**config.mk**
```make
export PLATFORM = sky130hd
export DESIGN_NAME = sw_debounce
export DESIGN_NICKNAME = d
export VERILOG_FILES = /design/src/rtl/sw_debounce_pkg.sv /design/src/rtl/sw_debounce_bit.sv /design/src/rtl/sw_debounce.sv
export SDC_FILE = /design/constraint.sdc
export NUM_CORES = 1
export LEC_CHECK = 0
export CAP_MARGIN = 20
export CORE_UTILIZATION = 45
export DETAILED_ROUTE_END_ITERATION = 16
export HOLD_SLACK_MARGIN = 0.12
export PLACE_DENSITY = 0.73
export SETUP_SLACK_MARGIN = 0.4
export SYNTH_ARGS = -nofsm -noshare
export SYNTH_HDL_FRONTEND = slang
export SYNTH_SLANG_ARGS = --single-unit
```
**constraint.sdc**
```tcl
create_clock -name clk -period 1.8 [get_ports clk]
set_input_delay 0.36 -clock clk [delete_from_list [all_inputs] [get_ports clk]]
set_output_delay 0.36 -clock clk [all_outputs]
set_load 0.1 [all_outputs]
```
**src/rtl/sw_debounce_pkg.sv**
```systemverilog
// sw_debounce_pkg: default sizing for the slide-switch debouncer and a config legality check.
package sw_debounce_pkg;

    localparam int SW_N_DEFAULT      = 10;
    localparam int SW_STABLE_DEFAULT = 1000000;
    localparam int SW_CNT_W_DEFAULT  = 20;
    localparam int SW_STABLE_SIM     = 8;

    function automatic bit sw_stable_ok(input int stable, input int cnt_w);
        return stable >= 2 && longint'(stable) <= (longint'(1) << cnt_w) - 1;
    endfunction

endpackage

```
**src/rtl/sw_debounce_bit.sv**
```systemverilog
// sw_debounce_bit: one switch bit - 2-flop synchroniser, stability counter, clean level and edge flops.
// Edge flops exist only when SW_EDGE_DETECT_EN is defined.
module sw_debounce_bit
    import sw_debounce_pkg::*;
#(
    parameter int STABLE_CYCLES = SW_STABLE_DEFAULT,
    parameter int CNT_W         = SW_CNT_W_DEFAULT
) (
    input  logic clk,
    input  logic reset,
    input  logic raw_i,
    output logic clean_o,
    output logic rise_o,
    output logic fall_o
);

    localparam logic [CNT_W-1:0] LAST = CNT_W'(STABLE_CYCLES - 1);

    logic             sync1_q, sync2_q;
    logic             clean_q, clean_d;
    logic             accept;
    logic [CNT_W-1:0] cnt_q, cnt_d;

    // The counter tops out at LAST and clears on acceptance, so it never wraps.
    always_comb begin
        accept  = (sync2_q != clean_q) && (cnt_q == LAST);
        clean_d = accept ? sync2_q : clean_q;
        cnt_d   = (sync2_q == clean_q || accept) ? '0 : cnt_q + 1'b1;
    end

    always_ff @(posedge clk) begin
        if (reset) begin
            sync1_q <= 1'b0;
            sync2_q <= 1'b0;
            clean_q <= 1'b0;
            cnt_q   <= '0;
        end else begin
            sync1_q <= raw_i;
            sync2_q <= sync1_q;
            clean_q <= clean_d;
            cnt_q   <= cnt_d;
        end
    end

    assign clean_o = clean_q;

`ifdef SW_EDGE_DETECT_EN
    logic rise_q, fall_q;

    always_ff @(posedge clk) begin
        if (reset) begin
            rise_q <= 1'b0;
            fall_q <= 1'b0;
        end else begin
            rise_q <= accept & sync2_q;
            fall_q <= accept & ~sync2_q;
        end
    end

    assign rise_o = rise_q;
    assign fall_o = fall_q;
`else
    assign rise_o = 1'b0;
    assign fall_o = 1'b0;
`endif

endmodule

```
**src/rtl/sw_debounce.sv**
```systemverilog
// sw_debounce: debounces N_SW slide switches into clean levels plus edge pulses.
// Edge outputs are live only with SW_EDGE_DETECT_EN defined; otherwise they are constant 0.
module sw_debounce
    import sw_debounce_pkg::*;
#(
    parameter int N_SW          = SW_N_DEFAULT,
    parameter int STABLE_CYCLES = SW_STABLE_DEFAULT,
    parameter int CNT_W         = SW_CNT_W_DEFAULT
) (
    input  logic            clk,
    input  logic            reset,
    input  logic [N_SW-1:0] sw_raw,
    output logic [N_SW-1:0] sw_clean,
    output logic [N_SW-1:0] sw_rise,
    output logic [N_SW-1:0] sw_fall,
    output logic            sw_changed
);

    if (!sw_stable_ok(STABLE_CYCLES, CNT_W)) begin : g_bad_cfg
        $error("sw_debounce: STABLE_CYCLES must be in 2..2**CNT_W-1");
    end

    for (genvar i = 0; i < N_SW; i++) begin : g_bit
        sw_debounce_bit #(
            .STABLE_CYCLES(STABLE_CYCLES),
            .CNT_W        (CNT_W)
        ) u_bit (
            .clk    (clk),
            .reset  (reset),
            .raw_i  (sw_raw[i]),
            .clean_o(sw_clean[i]),
            .rise_o (sw_rise[i]),
            .fall_o (sw_fall[i])
        );
    end

`ifdef SW_EDGE_DETECT_EN
    // Pure OR of the registered edge flops, so it pulses in the same cycle as them.
    assign sw_changed = |(sw_rise | sw_fall);
`else
    assign sw_changed = 1'b0;
`endif

endmodule

```
==> flow_metrics.tcl, run 1 <==
set metrics [dict create \
    p_int_mw 8.417 \
    power_density_nw_per_um2 716.1 \
    crit_type "register to register" \
    ir_drop_mv 0.6791 \
    drive_above_1_share 0.4311 \
    synthArstFlopShare 0 \
    antenna_found_initial 0 \
    vias 9145 \
    status "finished, violations left" \
    slowest_stage "or4_4" \
    ys_seq_area_frac 0.4479 \
    die_area_um2 23450 \
    synth_area_per_cell_um2 8.771 \
    tritoncts "built" \
    place_ws_ns -0.1001 \
    dp_hpwl_um 13130 \
    power.leakage_nw 4.888 \
    critPathMaxStageDelay_ns 0.53 \
    cp_cell_sequence "or4_4 -> or4_4 -> o21ai_4 -> buf_6 -> nor2_1" \
    grt_max_degree 48 \
    wl_met1_um 11320 \
    totalWireLength_um 27020 \
    clk_pin_slew_ns 0.06 \
    synth_seq_cells 230 \
    crit_top_cell "or4_4" \
    n_antenna_cell 0 \
    htreeDepth 1 \
    dr.max_layer_used "met4" \
    grt_overflow 0 \
    post-route-drc-count 0 \
    p_sw_frac 0.2193 \
    nets 1414 \
    fin_total_pwr_mw 10.78 \
    start_util 0.4653 \
    grt_pass1_vias 8829 \
    wl_met2_um 14190 \
    finalCriticalPeriod_ns 1.933 \
    drt-pass1-iter-count 5 \
    grt.total_usage 0.1980 \
    die_w_um 153.1 \
    clkPwrFrac 0.489 \
    maxCapViolCount 0 \
    ios 43 \
    fmax_ghz 0.5174 \
    clk_path_buf_depth 3 \
    nFillCells 1527 \
    area_growth_pct 46.45 \
    worst_clock_skew_ns 0.01606 \
    portBuffers 21 \
    routedWlPerCell_um 16.00 \
    drv_slew 0 \
    start_kind "register" \
    pwr-share-comb 0.041 \
    core_area_um2 22090 \
    cts.sinks 230 \
    hp-class "primary input to register" \
    yosysWarnings 0 \
    setup_slack_ns -0.1327 \
    cp_max_fo 8 \
    finalHoldWorstSlack_ns 0.2876 \
    drt_iter0_drc 472 \
    ys_types 46 \
    final_antenna_net_count 0 \
    route.met3.wl_um 777 \
    hold_violations 0 \
    synth_area_um2 10280 \
    cts_buffers 24 \
    p_seq_frac 0.470 \
    die_y_um 153.1 \
    critical_path_buf_inv_count 1 \
    num_rows 54 \
    setup_viol 81 \
    timing.final.crit_share 1.074 \
    arrival_ns 2.33 \
    synth-edff-count 0 \
    clk_latency_ns 0.52 \
    critPathRequiredTime_ns 2.20 \
    path_delay_family "simple AND/OR/NAND/NOR gates" \
    syn_inst 1172 \
    failed_checks "negative setup slack" \
    grt_pass1_wl_um 39760 \
    ys.flop_type "dfxtp_1" \
    endpoint_kind "register" \
    p_sw_mw 2.364 \
    place_congestion 0.8005 \
    cts_root_buffer "clkbuf_16" \
    rsz0062_at_grt "true" \
    viasPerCell 5.418 \
]
==> cells in the mapped netlist, types with 3 or more instances <==
library cell	number	area, um2
dfxtp_1	230	4604
nor2_1	143	536.8
xnor2_1	85	744.5
nand3_1	68	340.3
a21oi_1	59	295.3
nand2_1	53	198.9
inv_1	49	183.9
xor2_1	49	429.2
or3_1	42	262.8
nand4_1	41	256.5
o21ai_0	37	185.2
buf_4	32	240.2
nor3_1	32	160.2
nor4_1	31	193.9
or4_1	28	210.2
clkbuf_1	25	93.84
nor2b_1	21	131.4
o31ai_1	19	142.6
and4_1	15	131.4
and3_1	13	81.33
ha_1	10	125.1
nor2_2	10	62.56
and2_1	9	56.30
nand4b_1	7	61.31
o21ba_2	7	70.07
o21a_1	6	45.04
nor3b_1	5	37.54
nor4b_1	5	43.79
nor4bb_1	5	50.05
o21ai_1	5	25.02
a31o_2	3	26.28
buf_2	3	15.01
o21ai_4	3	48.80
or2_2	3	18.77
or3b_2	3	26.28
or4b_1	3	30.03
==> layer usage <==
metal  track usage  vias to the layer above
met5             0                        -
met4       0.06734                        0
met3       0.02608                       66
met2        0.3666                      187
met1        0.2335                     4377
li1              -                     4515
==> metrics by stage <==
step | instance area [um2] | cells | setup TNS, ns | util
2_1_floorplan | 10770 | 1192 | -3.928 | -
3_3_place_gp | 11780 | 1529 | -3.746 | 0.5331
3_5_place_dp | 11780 | 1529 | -6.338 | 0.5331
4_1_cts | 14010 | 1658 | -6.809 | 0.6341
5_1_grt | 15050 | 1688 | -11.36 | 0.6814
6_report | 15050 | 1688 | -8.428 | 0.6814
==> worst register-to-register path, stage by stage, from the launching register on <==
cell	delay, ns
dfxtp_2	0.31
or4_4	0.53
or4_4	0.53
o21ai_4	0.22
buf_6	0.18
nor2_1	0.05
==> logic make-up (layout without fill, tap and decap cells) <==
| kind of cell | after synthesis | count (layout) | share of synthesized area |
|---|---|---|---|
| fa+ha+maj | 10 | 10 | 0.01217 |
| compound gates | 142 | 142 | 0.08411 |
| simple gates | 543 | 544 | 0.2869 |
| buf+inv | 112 | 327 | 0.05441 |
| other cells | 1 | 21 | 0.0003648 |
| flops | 230 | 230 | 0.4479 |
| xor+xnor | 134 | 134 | 0.1142 |
==> placed cells by master, fill, tap and decap left out, drive strengths merged, types with 9 or more instances in the layout <==
cell,instances
nand3,69
nand2,53
xor2,49
or4,30
and4,15
o31ai,19
nor4,31
o21ai,45
xnor2,85
inv,49
nor3,32
nor2,153
conb,21
and2,9
nand4,41
and3,13
ha,10
clkbuf,40
or3,42
a21oi,59
clkdlybuf4s50,10
dfxtp,230
buf,220
nor2b,21
==> power groups by stage <==
| stage | logic [mW] | clock network (mW) | registers [mW] |
|---|---|---|---|
| 2_1_floorplan | 0.320 | 0 | 5.24 |
| 3_3_place_gp | 0.342 | 0 | 5.24 |
| 3_5_place_dp | 0.345 | 0 | 5.24 |
| 4_1_cts | 0.382 | 5.34 | 5.09 |
| 5_1_grt | 0.459 | 5.57 | 5.07 |
| 6_report | 0.441 | 5.27 | 5.07 |
==> sequential cells by signal (all words and copies together) (netlist names) <==
name	count
g_bit.u_bit.sync2_q	10
g_bit.u_bit.clean_o	10
g_bit.u_bit.cnt_q	200
g_bit.u_bit.sync1_q	10
==> layout make-up <==
class | count | area [um2] | share of cell area
well taps | 280 | 350.3 | 0.02327
inverters | 49 | 183.9 | 0.01222
multi-input cells | 851 | 6520 | 0.4331
clock inverters | 8 | 115.1 | 0.007646
clock buffers | 34 | 730.7 | 0.04854
flip-flops and latches | 230 | 4851 | 0.3222
repair buffers | 236 | 2303 | 0.1530
==> worst paths after layout <==
kind,startpoint,to,cells past startpoint,slack (ns)
setup / recovery,g_bit[8].u_bit.cnt_q[7],g_bit[8].u_bit.cnt_q[10],5,-0.13
hold / removal,reset,g_bit[8].u_bit.clean_o,3,0.29
setup reg to reg,g_bit[8].u_bit.cnt_q[7],g_bit[8].u_bit.cnt_q[10],5,-0.13
hold reg to reg,g_bit[7].u_bit.cnt_q[0],g_bit[7].u_bit.cnt_q[0],1,0.43
==> what timing repair did <==
item / CTS / global route
pin swaps: 103 / 68
setup buffers: 80 / 21
gates resized for setup: 209 / 198
hold buffers: 0 / 0
cloned: 7 / 9
endpoints found under the setup margin: 212 / 213
Power figures use the tool's default switching activity.
==> run 2, diff against run 1 <==
--- a/config.mk
+++ b/config.mk
@@ -7,6 +7,7 @@
 export LEC_CHECK = 0
 export CAP_MARGIN = 20
 export CORE_UTILIZATION = 45
+export CTS_CLUSTER_DIAMETER = 30
 export DETAILED_ROUTE_END_ITERATION = 16
 export HOLD_SLACK_MARGIN = 0.12
 export PLACE_DENSITY = 0.73
==> flow_metrics.tcl, run 2 (synthesis gave the netlist of run 1 again) <==
set metrics [dict create \
    grt_pass1_vias 9091 \
    crit_type "register to register" \
    grt_max_degree 48 \
    finalNonFillerCells 1727 \
    cts_buffers 47 \
    critPathRequiredTime_ns 2.21 \
    postCtsHoldBufs 0 \
    totalWireLength_um 28470 \
    arrival_ns 2.34 \
    clkPwrFrac 0.619 \
    num_rows 54 \
    pwr-share-comb 0.030 \
    endpoint_kind "register" \
    nets 1432 \
    dp_cells 1529 \
    status "finished, violations left" \
    layout_commonest_cell "buf_4" \
    largest_reg_flops 200 \
    drt_iter0_drc 510 \
    die_y_um 153.1 \
    p_int_mw 11.12 \
    nFillCells 1435 \
    cts_root_buffer "clkbuf_16" \
    cp_max_fo 19 \
    die_area_um2 23450 \
    finalHoldWorstSlack_ns 0.2860 \
    hp-class "primary input to register" \
    p_sw_frac 0.2295 \
    viasPerCell 5.459 \
    ir_drop_mv 0.7479 \
    p_sw_mw 3.312 \
    grt_overflow 0 \
    hold_violations 0 \
    drt-pass1-iter-count 5 \
    final_antenna_net_count 0 \
    start_kind "register" \
    cts.sinks 230 \
    setup_viol 81 \
    clk_pin_slew_ns 0.05 \
    fmax_ghz 0.5184 \
    drv_slew 0 \
    rsz0062_at_grt "true" \
    core_area_um2 22090 \
    seq_area_um2 4862 \
    area_growth_pct 52.50 \
    vias 9428 \
    clk_latency_ns 0.54 \
    tritoncts "built" \
    die_w_um 153.1 \
    timing.final.crit_share 1.072 \
    mostFrequentLayoutCells "buf_4, dfxtp_1, xnor2_1, nor2_1, dfxtp_2" \
    dp_hpwl_um 13130 \
    place_congestion 0.8005 \
    tns_ns -8.400 \
    maxCapViolCount 0 \
    portBuffers 21 \
    setup_slack_ns -0.1288 \
    grt.total_usage 0.2102 \
    fin_total_pwr_mw 14.43 \
    multi_input_area_um2 6416 \
    routedWlPerCell_um 16.48 \
    failed_checks "negative setup slack" \
    place_ws_ns -0.1001 \
    clk_path_buf_depth 3 \
    antenna_found_initial 0 \
    power_density_nw_per_um2 920.6 \
    worst_clock_skew_ns 0.01469 \
    r2r_slack_ns -0.13 \
    drive_above_1_share 0.4471 \
    n_antenna_cell 0 \
    grt_pass1_wl_um 41520 \
    p_seq_frac 0.352 \
    finalCriticalPeriod_ns 1.929 \
    power.leakage_nw 5.147 \
    top_register "g_bit.u_bit.cnt_q" \
    start_util 0.4653 \
    post-route-drc-count 0 \
    ios 43 \
    htreeDepth 2 \
]
[run 2: final timing paths]
kind / start / to / cells past startpoint
max: g_bit[9].u_bit.cnt_q[7] / g_bit[9].u_bit.cnt_q[14] / 5
max reg2reg: g_bit[9].u_bit.cnt_q[7] / g_bit[9].u_bit.cnt_q[14] / 5
min reg2reg: g_bit[5].u_bit.sync1_q / g_bit[5].u_bit.sync2_q / 1
min: reset / g_bit[4].u_bit.clean_o / 3
[run 2: per-layer routing]
metal	up-vias	track usage	routed length, um
li1	4580	-	-
met1	4522	0.2343	11280
met2	233	0.3938	15130
met3	93	0.03828	1056
met4	0	0.07937	1004
met5	-	0	0
[run 2: what timing repair did]
| item | CTS | global route |
|---|---|---|
| gates resized for setup | 213 | 162 |
| endpoints found under the hold margin | 0 | 0 |
| cloned | 8 | 5 |
| setup buffers | 76 | 23 |
| endpoints found under the setup margin | 212 | 213 |
| pin swaps | 97 | 68 |
[run 2: power by group through the flow]
stage                     Combinational, mW  Clock (mW)  Sequential [mW]
after floorplan                       0.320           0             5.24
after global placement                0.342           0             5.24
after detailed placement              0.345           0             5.24
after CTS                             0.392        8.99             5.10
after global routing                  0.445        9.31             5.07
final                                 0.427        8.93             5.08
[run 2: per-stage QoR]
step,cell area (um2),util
4_1_cts,14810,0.6704
3_5_place_dp,11780,0.5331
3_3_place_gp,11780,0.5331
2_1_floorplan,10770,-
6_report,15680,0.7095
5_1_grt,15680,0.7095
[run 2: final cells by class]
type	count	area share
clock inverters	30	0.02378
well taps	280	0.02235
multi-input cells	850	0.4093
flip-flops and latches	230	0.3102
clock buffers	56	0.08117
inverters	49	0.01173
repair buffers	232	0.1415
[run 2: critical path, stage by stage (launching register included)]
cell and delay (ns):
dfxtp_2 0.31, or4b_1 0.51, or4_4 0.56, o21ai_4 0.19
buf_12 0.17, nor2_1 0.06
